===== config.mk =====
export PLATFORM = sky130hd
export DESIGN_NAME = pgr_uart_cmd_apb_32bit
export DESIGN_NICKNAME = d
export VERILOG_FILES = /design/src/rtl/pgr_uart_cmd_apb_32bit_pkg.sv /design/src/rtl/pgr_cmd_timeout_cnt.sv /design/src/rtl/pgr_uart_cmd_apb_32bit.sv
export SDC_FILE = /design/constraint.sdc
export NUM_CORES = 1
export LEC_CHECK = 0
export CAP_MARGIN = 20
export CORE_ASPECT_RATIO = 0.6
export CORE_MARGIN = 2
export CORE_UTILIZATION = 50
export CTS_CLUSTER_SIZE = 25
export DETAILED_ROUTE_END_ITERATION = 10
export PLACE_DENSITY = 0.72
export SYNTH_ARGS = -nofsm -noshare
export SYNTH_HDL_FRONTEND = slang
export SYNTH_HIERARCHICAL = 1
export SYNTH_SLANG_ARGS = --single-unit

===== constraint.sdc =====
create_clock -name clk -period 4.15 [get_ports clk]
set_clock_uncertainty 0.15 [all_clocks]
set_input_delay 0.83 -clock clk [delete_from_list [all_inputs] [get_ports clk]]
set_output_delay 0.83 -clock clk [all_outputs]
set_load 0.02 [all_outputs]

===== src/rtl/pgr_uart_cmd_apb_32bit_pkg.sv =====
// Shared constants and FSM encoding for the UART command to APB32 engine.
package pgr_uart_cmd_apb_32bit_pkg;

    localparam logic [7:0] CMD_RD     = 8'h00;
    localparam logic [7:0] CMD_WR     = 8'h01;
    localparam logic [7:0] STS_OK     = 8'h00;
    localparam logic [7:0] STS_SLVERR = 8'h01;
    localparam logic [7:0] STS_TMO    = 8'h02;

    typedef enum logic [2:0] {
        ST_IDLE       = 3'd0,
        ST_RX_ADDR    = 3'd1,
        ST_RX_DATA    = 3'd2,
        ST_APB_SETUP  = 3'd3,
        ST_APB_ACCESS = 3'd4,
        ST_TX_RESP    = 3'd5
    } state_e;

    // Response length in bytes: status only for writes, status + 4 data bytes for reads.
    function automatic logic [2:0] resp_len(input logic is_wr);
        return is_wr ? 3'd1 : 3'd5;
    endfunction

endpackage


===== src/rtl/pgr_cmd_timeout_cnt.sv =====
// Idle/wait-cycle counter with synchronous clear; expire_o flags the cycle
// in which the count would reach limit_i.
module pgr_cmd_timeout_cnt #(
    parameter int W = 16
) (
    input  logic         clk,
    input  logic         rst_n,
    input  logic         clr_i,
    input  logic         en_i,
    input  logic [W-1:0] limit_i,
    output logic         expire_o
);

    logic [W-1:0] cnt_q, cnt_d;
    logic [W-1:0] cnt_inc;

    assign cnt_inc  = cnt_q + {{(W-1){1'b0}}, 1'b1};
    assign expire_o = en_i & ~clr_i & (cnt_inc == limit_i);

    always_comb begin
        cnt_d = cnt_q;
        if (clr_i)     cnt_d = '0;
        else if (en_i) cnt_d = cnt_inc;
    end

    always_ff @(posedge clk or negedge rst_n) begin
        if (!rst_n) cnt_q <= '0;
        else        cnt_q <= cnt_d;
    end

endmodule


===== src/rtl/pgr_uart_cmd_apb_32bit.sv =====
// UART command engine: assembles read/write frames from the RX FIFO, runs one
// APB3 transfer per frame and pushes the status/read-data response to the TX FIFO.
module pgr_uart_cmd_apb_32bit
    import pgr_uart_cmd_apb_32bit_pkg::*;
#(
    parameter logic [15:0] APB_TIMEOUT = 16'd1023,
    parameter logic [23:0] RX_TIMEOUT  = 24'd500000
) (
    input  logic        clk,
    input  logic        rst_n,
    input  logic [7:0]  rx_fifo_rd_data,
    input  logic        rx_fifo_rd_data_valid,
    output logic        rx_fifo_rd_data_req,
    output logic [7:0]  tx_fifo_wr_data,
    output logic        tx_fifo_wr_data_req,
    input  logic        tx_fifo_wr_data_valid,
    output logic        p_sel,
    output logic        p_enable,
    output logic        p_write,
    output logic [31:0] p_addr,
    output logic [31:0] p_wdata,
    input  logic [31:0] p_rdata,
    input  logic        p_ready,
    input  logic        p_slverr
);

    state_e      state_q, state_d;
    logic [1:0]  byte_cnt_q, byte_cnt_d;
    logic        is_wr_q, is_wr_d;
    logic [31:0] addr_q, addr_d;
    logic [31:0] wdata_q, wdata_d;
    logic [39:0] resp_q, resp_d;
    logic [2:0]  resp_left_q, resp_left_d;
    logic        rx_active, rx_pop, tx_push, apb_tmo, rx_tmo;

    assign rx_active           = (state_q == ST_RX_ADDR) || (state_q == ST_RX_DATA);
    assign rx_pop              = ((state_q == ST_IDLE) || rx_active) && rx_fifo_rd_data_valid;
    assign tx_push             = (state_q == ST_TX_RESP) && tx_fifo_wr_data_valid;
    assign rx_fifo_rd_data_req = rx_pop;
    assign tx_fifo_wr_data_req = tx_push;
    // Response is a shift register; the head byte is the registered TX data.
    assign tx_fifo_wr_data     = resp_q[39:32];

    assign p_sel    = (state_q == ST_APB_SETUP) || (state_q == ST_APB_ACCESS);
    assign p_enable = (state_q == ST_APB_ACCESS);
    assign p_write  = is_wr_q;
    assign p_addr   = addr_q;
    assign p_wdata  = wdata_q;

    pgr_cmd_timeout_cnt #(.W(16)) u_apb_tmo (
        .clk      (clk),
        .rst_n    (rst_n),
        .clr_i    (state_q != ST_APB_ACCESS),
        .en_i     ((state_q == ST_APB_ACCESS) && !p_ready),
        .limit_i  (APB_TIMEOUT),
        .expire_o (apb_tmo)
    );

    pgr_cmd_timeout_cnt #(.W(24)) u_rx_tmo (
        .clk      (clk),
        .rst_n    (rst_n),
        .clr_i    (rx_pop || !rx_active),
        .en_i     (rx_active && !rx_fifo_rd_data_valid),
        .limit_i  (RX_TIMEOUT),
        .expire_o (rx_tmo)
    );

    always_comb begin
        state_d     = state_q;
        byte_cnt_d  = byte_cnt_q;
        is_wr_d     = is_wr_q;
        addr_d      = addr_q;
        wdata_d     = wdata_q;
        resp_d      = resp_q;
        resp_left_d = resp_left_q;
        unique case (state_q)
            ST_IDLE: begin
                if (rx_pop && (rx_fifo_rd_data == CMD_WR || rx_fifo_rd_data == CMD_RD)) begin
                    is_wr_d    = (rx_fifo_rd_data == CMD_WR);
                    byte_cnt_d = 2'd0;
                    state_d    = ST_RX_ADDR;
                end
            end
            ST_RX_ADDR: begin
                if (rx_pop) begin
                    addr_d     = {addr_q[23:0], rx_fifo_rd_data};
                    byte_cnt_d = byte_cnt_q + 2'd1;
                    if (byte_cnt_q == 2'd3) state_d = is_wr_q ? ST_RX_DATA : ST_APB_SETUP;
                end else if (rx_tmo) begin
                    byte_cnt_d = 2'd0;
                    state_d    = ST_IDLE;
                end
            end
            ST_RX_DATA: begin
                if (rx_pop) begin
                    wdata_d    = {wdata_q[23:0], rx_fifo_rd_data};
                    byte_cnt_d = byte_cnt_q + 2'd1;
                    if (byte_cnt_q == 2'd3) state_d = ST_APB_SETUP;
                end else if (rx_tmo) begin
                    byte_cnt_d = 2'd0;
                    state_d    = ST_IDLE;
                end
            end
            ST_APB_SETUP: state_d = ST_APB_ACCESS;
            ST_APB_ACCESS: begin
                if (p_ready) begin
                    resp_d      = {p_slverr ? STS_SLVERR : STS_OK,
                                   (p_slverr || is_wr_q) ? 32'h0 : p_rdata};
                    resp_left_d = resp_len(is_wr_q);
                    state_d     = ST_TX_RESP;
                end else if (apb_tmo) begin
                    resp_d      = {STS_TMO, 32'h0};
                    resp_left_d = resp_len(is_wr_q);
                    state_d     = ST_TX_RESP;
                end
            end
            ST_TX_RESP: begin
                if (tx_push) begin
                    resp_d      = {resp_q[31:0], 8'h00};
                    resp_left_d = resp_left_q - 3'd1;
                    if (resp_left_q == 3'd1) state_d = ST_IDLE;
                end
            end
            default: state_d = ST_IDLE;
        endcase
    end

    always_ff @(posedge clk or negedge rst_n) begin
        if (!rst_n) state_q <= ST_IDLE;
        else        state_q <= state_d;
    end

    always_ff @(posedge clk or negedge rst_n) begin
        if (!rst_n) begin
            byte_cnt_q  <= 2'd0;
            is_wr_q     <= 1'b0;
            addr_q      <= 32'h0;
            wdata_q     <= 32'h0;
            resp_q      <= 40'h0;
            resp_left_q <= 3'd0;
        end else begin
            byte_cnt_q  <= byte_cnt_d;
            is_wr_q     <= is_wr_d;
            addr_q      <= addr_d;
            wdata_q     <= wdata_d;
            resp_q      <= resp_d;
            resp_left_q <= resp_left_d;
        end
    end

endmodule


==> metrics.csv <==
stage,metric,value,unit
global_routing,grt ovf,0,
drt,Initial DRC Count,450,
clock_network,Skew-Pair Late Insertion Delay,0.42,ns
floorplan,die footprint,0.0172,sq mm
placed_design,RD Place Congestion,0.845,
floorplan,Chip Height,102,um
clock_network,post-CTS sizing,0,
sta,final setup TNS,0,ns
synth,"Seq/Total Area, Yosys",47.5,%
power_and_ir_drop,Leak,4.27,nW
clock_network,CTS H-tree depth,4,
worst_setup_path,crit path DAT,3.76,ns
clock_network,Setup Buffers After CTS,0,
synth,dominant synthesized flop cell,dfrtp_1,
synth,Post-synth EDFFs,0,
drt,Vias/cell,5.36,
drt,Antenna Nets Post-Route,0,
worst_setup_path,"Worst Path Class, Setup",flop to flop,
floorplan,Starting Density,51.9,%
finish,P&R area growth vs syn,27.4,%
drt,drt wl/cell,15.7,um
power_and_ir_drop,Seq pwr share,36.0,%
power_and_ir_drop,logic gate share of total power,37.7,%
worst_setup_path,worst path required time,4.29,ns
finish,Multi-input gate area,0.00411,sq mm
placed_design,HPWL after detailed placement,12600,um
synth,Post-synth ARST share,100,%
sta,max frequency,276,MHz
clock_network,clk buf depth,2,
finish,storage element area,0.00383,sq mm
clock_network,clock net sink count,153,
synth,Yosys warning count,6,
global_routing,largest net degree at the start of global routing,93,
global_routing,initial antenna violation count,0,
worst_hold_path,hold crit path type,input port to async pin,
power_and_ir_drop,Clock Power Share,26.3,%
floorplan,IO Count,123,
clock_network,"Reg clk slew, reported paths",0.07,ns
synth,cell area after synthesis,0.00806,sq mm
sta,unrepaired setup endpoints after global routing,no,
sta,Setup-failing EPs final,0,
finish,NumNets Final,993,
synth,Cell variety after synth,66,
power_and_ir_drop,Peak VDD IR,0.271,mV
sta,Worst-Margin Slew,0.855,ns
finish,Finished Layout Cells,1158,
sta,max-slew violations,0,
power_and_ir_drop,switch share,35.6,%
worst_setup_path,Crit. End Element,flop,
synth,Mean Syn Cell Area,10.4,sq um
placed_design,Port-buffer cells,122,
clock_network,number of hold buffers added after cts,0,
clock_network,Root Driver,clkbuf_16,
synth,Yosys reg bits,153,
drt,final wirelength,18200,um
clock_network,CTS tree,done,
worst_setup_path,CP startpoint kind,flop,
drt,# DRC,0,
sta,Final period util,87.2,%
power_and_ir_drop,power per cell area,624,mW/mm^2
floorplan,Core ar.,0.0155,sq mm
clock_network,CTS Buf Count,17,
drt,detailed-route via count,6207,
global_routing,first-pass GRT wire length,29700,um
global_routing,number of global-route vias before repair,5738,
power_and_ir_drop,P_int,4.13,mW
global_routing,Total GRT Usage,21.7,%
sta,Slew headroom,43.0,%
drt,DR pass1 iterations,5,
power_and_ir_drop,switching pwr,2.28,mW
floorplan,row count,35,
sta,crit path time final,3.62,ns
run_status,status,completed,
sta,Hold Slack,0.307,ns
floorplan,die width,168,um
finish,fillcell total,1206,
sta,Fin. Hold Viols,0,
run,total of max-cap violations,0,
worst_setup_path,"critical path fanouts, max",7,
finish,antenna fix cells,0,
synth,Syn Inst Count,777,
finish,share of cells above drive strength 1,13.8,%
placed_design,Placed Cells,1126,
==> path summary, 6_finish.rpt <==
path	to	cells past startpoint	start	slack [ns]
worst max-delay path	byte_cnt_q[1]$_DFFE_PN0P_	12	u_rx_tmo/cnt_q[0]$_DFFE_PN0P_	0.53
worst min-delay path	u_apb_tmo/cnt_q[8]$_DFFE_PN0P_	1	rst_n	0.31
worst max register to register	byte_cnt_q[1]$_DFFE_PN0P_	12	u_rx_tmo/cnt_q[0]$_DFFE_PN0P_	0.53
worst min register to register	resp_q[33]$_DFFE_PN0P_	2	resp_q[33]$_DFFE_PN0P_	0.35
max in group asynchronous	p_addr[0]$_DFFE_PN0N_	2	rst_n	2.70
min in group clk	resp_q[33]$_DFFE_PN0P_	2	resp_q[33]$_DFFE_PN0P_	0.35
==> stage by stage <==
step                      area (sq um)  utilization (%)  power (mW)  setup WS, ns
final                            10300             66.1        6.42         0.531
after global routing             10300             66.1        6.79         0.170
after CTS                        10300             66.1        6.46         0.565
after detailed placement          9640             62.0        4.76         0.329
after floorplan                   8300                -        3.77         0.712
after global placement            9640             62.0        4.71         0.412
==> registers in the layout (all words and copies together), names as in the netlist <==
name / flops
p_addr: 32
p_write: 1
byte_cnt_q: 2
u_apb_tmo/cnt_q: 16
u_rx_tmo/cnt_q: 24
resp_q: 40
state_q: 3
p_wdata: 32
resp_left_q: 3
==> layout by cell type, fill, tap and decap left out, types with 15 or more instances in the layout <==
master / count
nor2_1: 85
nand3_1: 29
o2bb2ai_1: 24
nand2_1: 38
conb_1: 65
buf_4: 20
o21ai_0: 25
dfrtp_1: 153
nand4_1: 23
mux2_2: 61
a21oi_1: 38
xnor2_1: 43
a22o_1: 15
clkdlybuf4s50_1: 121
clkbuf_16: 17
xor2_1: 40
==> per-layer routing <==
layer  vias to the layer above  track usage [%]  wire length (um)
met4                         0             5.28               136
met2                       181             31.6              7690
li1                       3016                -                 -
met5                         -                0                 0
met3                        13             5.27              1060
met1                      2997             32.7              9290
==> power groups by stage <==
stage	Clock [mW]	Combinational (mW)	Sequential, mW
after floorplan	0	1.21	2.56
after global placement	0	2.38	2.32
after detailed placement	0	2.43	2.33
after CTS	1.71	2.44	2.31
after global routing	1.79	2.61	2.38
final	1.69	2.42	2.31
==> cell usage after synthesis, drive strengths merged, types with 4 or more instances <==
cell type  instances  area (sq um)
nand2             39           154
nand4             23           144
nor2b              5          31.3
nand3             31           165
inv               13          48.8
a21oi             38           190
clkbuf            19          72.6
and3               6          37.5
nor4               5          46.3
xnor2             43           377
and4               5          46.3
nor3               8          40.0
or3               13          81.3
buf               41           260
xor2              40           350
a31oi              7          43.8
o211ai             5          37.5
dfrtp            153          3830
ha                 5          62.6
a22o              15           131
o2bb2ai           24           210
nand2b             7          43.8
or4                5          45.0
o21ai             25           125
nor2              88           343
a2111oi            4          47.6
mux2              65           736
o31ai              4          30.0
==> critical path, cell delays in order, from the launching register on <==
cell	delay, ns
dfrtp_1	0.46
ha_1	0.33
nand3_1	0.21
nor3_1	0.39
nand3_1	0.15
xnor2_1	0.16
a2111oi_0	0.43
o2111ai_1	0.20
a2111oi_2	0.44
nor2_1	0.11
a211oi_1	0.24
nand2b_1	0.15
o211ai_1	0.08
==> cells by family (layout without fill, tap and decap cells) <==
family                   Yosys count  count (layout)  share of synthesized area [%]
multiplexers                      68              68                           9.50
XOR/XNOR                          83              83                           9.02
other                              2              65                         0.0931
flip-flops                       153             153                           47.5
AO/OA/AOI/OAI                    145             145                           12.4
buffers and inverters             73             188                           4.73
AND/OR/NAND/NOR                  248             248                           16.0
adder cells (fa/ha/maj)            5               5                          0.776
==> final cells by class <==
type                            count  share of cell area, %
Tap cell                          203                   2.47
Timing Repair Buffer              143                   13.6
Clock inverter                     14                   1.95
Sequential cell                   153                   37.3
Clock buffer                       18                   4.27
Multi-Input combinational cell    614                   40.0
Inverter                           13                  0.475
No activity file was read; power rests on OpenSTA's default activity.
==> variant (same settings) <==
`W`: 24 -> 36.
--- a/src/rtl/pgr_uart_cmd_apb_32bit.sv
+++ b/src/rtl/pgr_uart_cmd_apb_32bit.sv
@@ -57,5 +57,5 @@
     );
 
-    pgr_cmd_timeout_cnt #(.W(24)) u_rx_tmo (
+    pgr_cmd_timeout_cnt #(.W(36)) u_rx_tmo (
         .clk      (clk),
         .rst_n    (rst_n),
Formal check against the unedited RTL: no difference found for any inputs over 10 cycles, from zero or initial values and one cycle with rst_n low; that may be too few to reach the edited logic, so the function may still have changed.
==> variant against the unedited design <==
Via count is 9.5% higher; non-clock buffer count rose by 5; largest power group unchanged; final cell count increased by 10%; sequential share of layout area down 0.68 points; sequential cell count is 12 higher; worst setup slack got worse by 0.071 ns; area after synthesis up 11%; total power up 3.7%; critical path depth is the same; synthesized cell count is 11% higher; routed wire length grew 15%; count of clock-buffer cells in the layout is 2 higher; final area increased by 9.9%.
==> variant: results (changes against the unedited design) <==
Logic synthesis
The number of library cell types mapped by synthesis was 71 (+7.6%). In the post-synthesis netlist, the biggest area contributors are dfrtp_1 (46%), mux2_2 (7.8%), xnor2_1 (7.2%), xor2_1 (4.5%), nor2_1 (3.9%). Ranked by instance count, the synthesized netlist is headed by dfrtp_1 (165), nor2_1 (94), xnor2_1 (74). The sequential area share after synthesis is 46.0% (-1.5 points).

STA
The worst slack on hold paths is 0.0876 ns (-0.219 ns). The headroom to the max-slew limit is 56.8% (+14 points). The minimum period implied by the final worst setup slack is 3.69 ns (+0.0712 ns).

Placement
The number of placed instances with taps included is 1246 (+11%). The estimated wirelength of the detail-placed design is 14400 um (+15%). The setup slack after placement came to 0.262 ns (-0.0671 ns). The standard cell area after detailed placement was 10600 um2 (+10%).

Global routing
The number of global-route vias before repair is 6713 (+17%). The first-pass GRT wire length is 34500 um (+16%). The total global routing track utilization was 22.9% (+1.2 points).

The pin count of the biggest net entering global routing came to 114 (+23%).

Route
The total via count in the routed design is 6799 (+9.5%). The routed wire length is 20900 um (+15%). The number of design-rule violations left by the first detailed-router iteration was 475 (+5.6%). The average detailed-routed wire length per instance is 16.3 um (+3.8%).

Worst setup path
The cell class contributing the biggest share of worst-path delay is simple AND/OR/NAND/NOR gates. The slack of the worst reg-to-reg path is 0.46 ns (-0.07 ns). The critical-path cell with the highest stage delay is or4_1.

The largest incremental delay on the critical path is 0.63 ns (+0.17 ns). The end of the worst register-to-register path is byte_cnt_q[1].

Cells and area
The fraction of layout cells with a size suffix above 1 is 14.3% (+0.44 points). The number of nets in the finished design is 1083 (+9.1%). The filler cell count is 1392 (+15%).

Pwr
The worst voltage drop across the vdd grid is 0.000442 V (+63%). The static leakage is 4.67 nW (+9.5%).

Run status
The flow ran to the end, and the final reports show no timing, DRC or antenna violations.
[variant: through the flow]
stage	util, %	power (mW)
6_report	65.0	6.65
5_1_grt	65.0	7.06
4_1_cts	64.9	6.70
3_5_place_dp	61.2	4.95
3_3_place_gp	61.2	4.89
2_1_floorplan	-	3.92
[variant: logic make-up (layout without fill, tap and decap cells)]
kind of cell	Yosys count	after routing	share of synthesized area, %
and+or+nand+nor	292	292	18.5
DFF	165	165	46.0
AOI/OAI and AO/OA	133	133	10.0
xor gates and xnor gates	120	120	11.7
buffers and inverters	75	193	4.32
muxes	70	70	8.76
adders and majority gates	5	5	0.697
other	2	67	0.0836
[variant: power by group through the flow]
stage | sequential, mW | clock (mW) | combinational (mW)
final | 2.43 | 1.72 | 2.50
after global routing | 2.50 | 1.83 | 2.73
after CTS | 2.44 | 1.75 | 2.52
after detailed placement | 2.45 | 0 | 2.50
after global placement | 2.44 | 0 | 2.45
after floorplan | 2.68 | 0 | 1.24
[variant: layout make-up]
| cell class | count | area share (%) |
|---|---|---|
| Tap cell | 234 | 2.59 |
| Sequential cell | 165 | 36.6 |
| Timing Repair Buffer | 148 | 12.8 |
| Multi-Input combinational cell | 687 | 41.9 |
| Clock inverter | 12 | 1.68 |
| Clock buffer | 20 | 3.96 |
| Inverter | 13 | 0.432 |
[variant: routing by layer]
| layer | vias to the layer above | GRT usage (%) | wire length [um] | share of wire, % |
|---|---|---|---|---|
| li1 | 3322 | - | - | - |
| met4 | 0 | 5.67 | 131 | 0.63 |
| met1 | 3270 | 34.5 | 10400 | 50 |
| met5 | - | 0 | 0 | 0 |
| met3 | 13 | 7.73 | 1800 | 8.6 |
| met2 | 194 | 31.2 | 8560 | 41 |
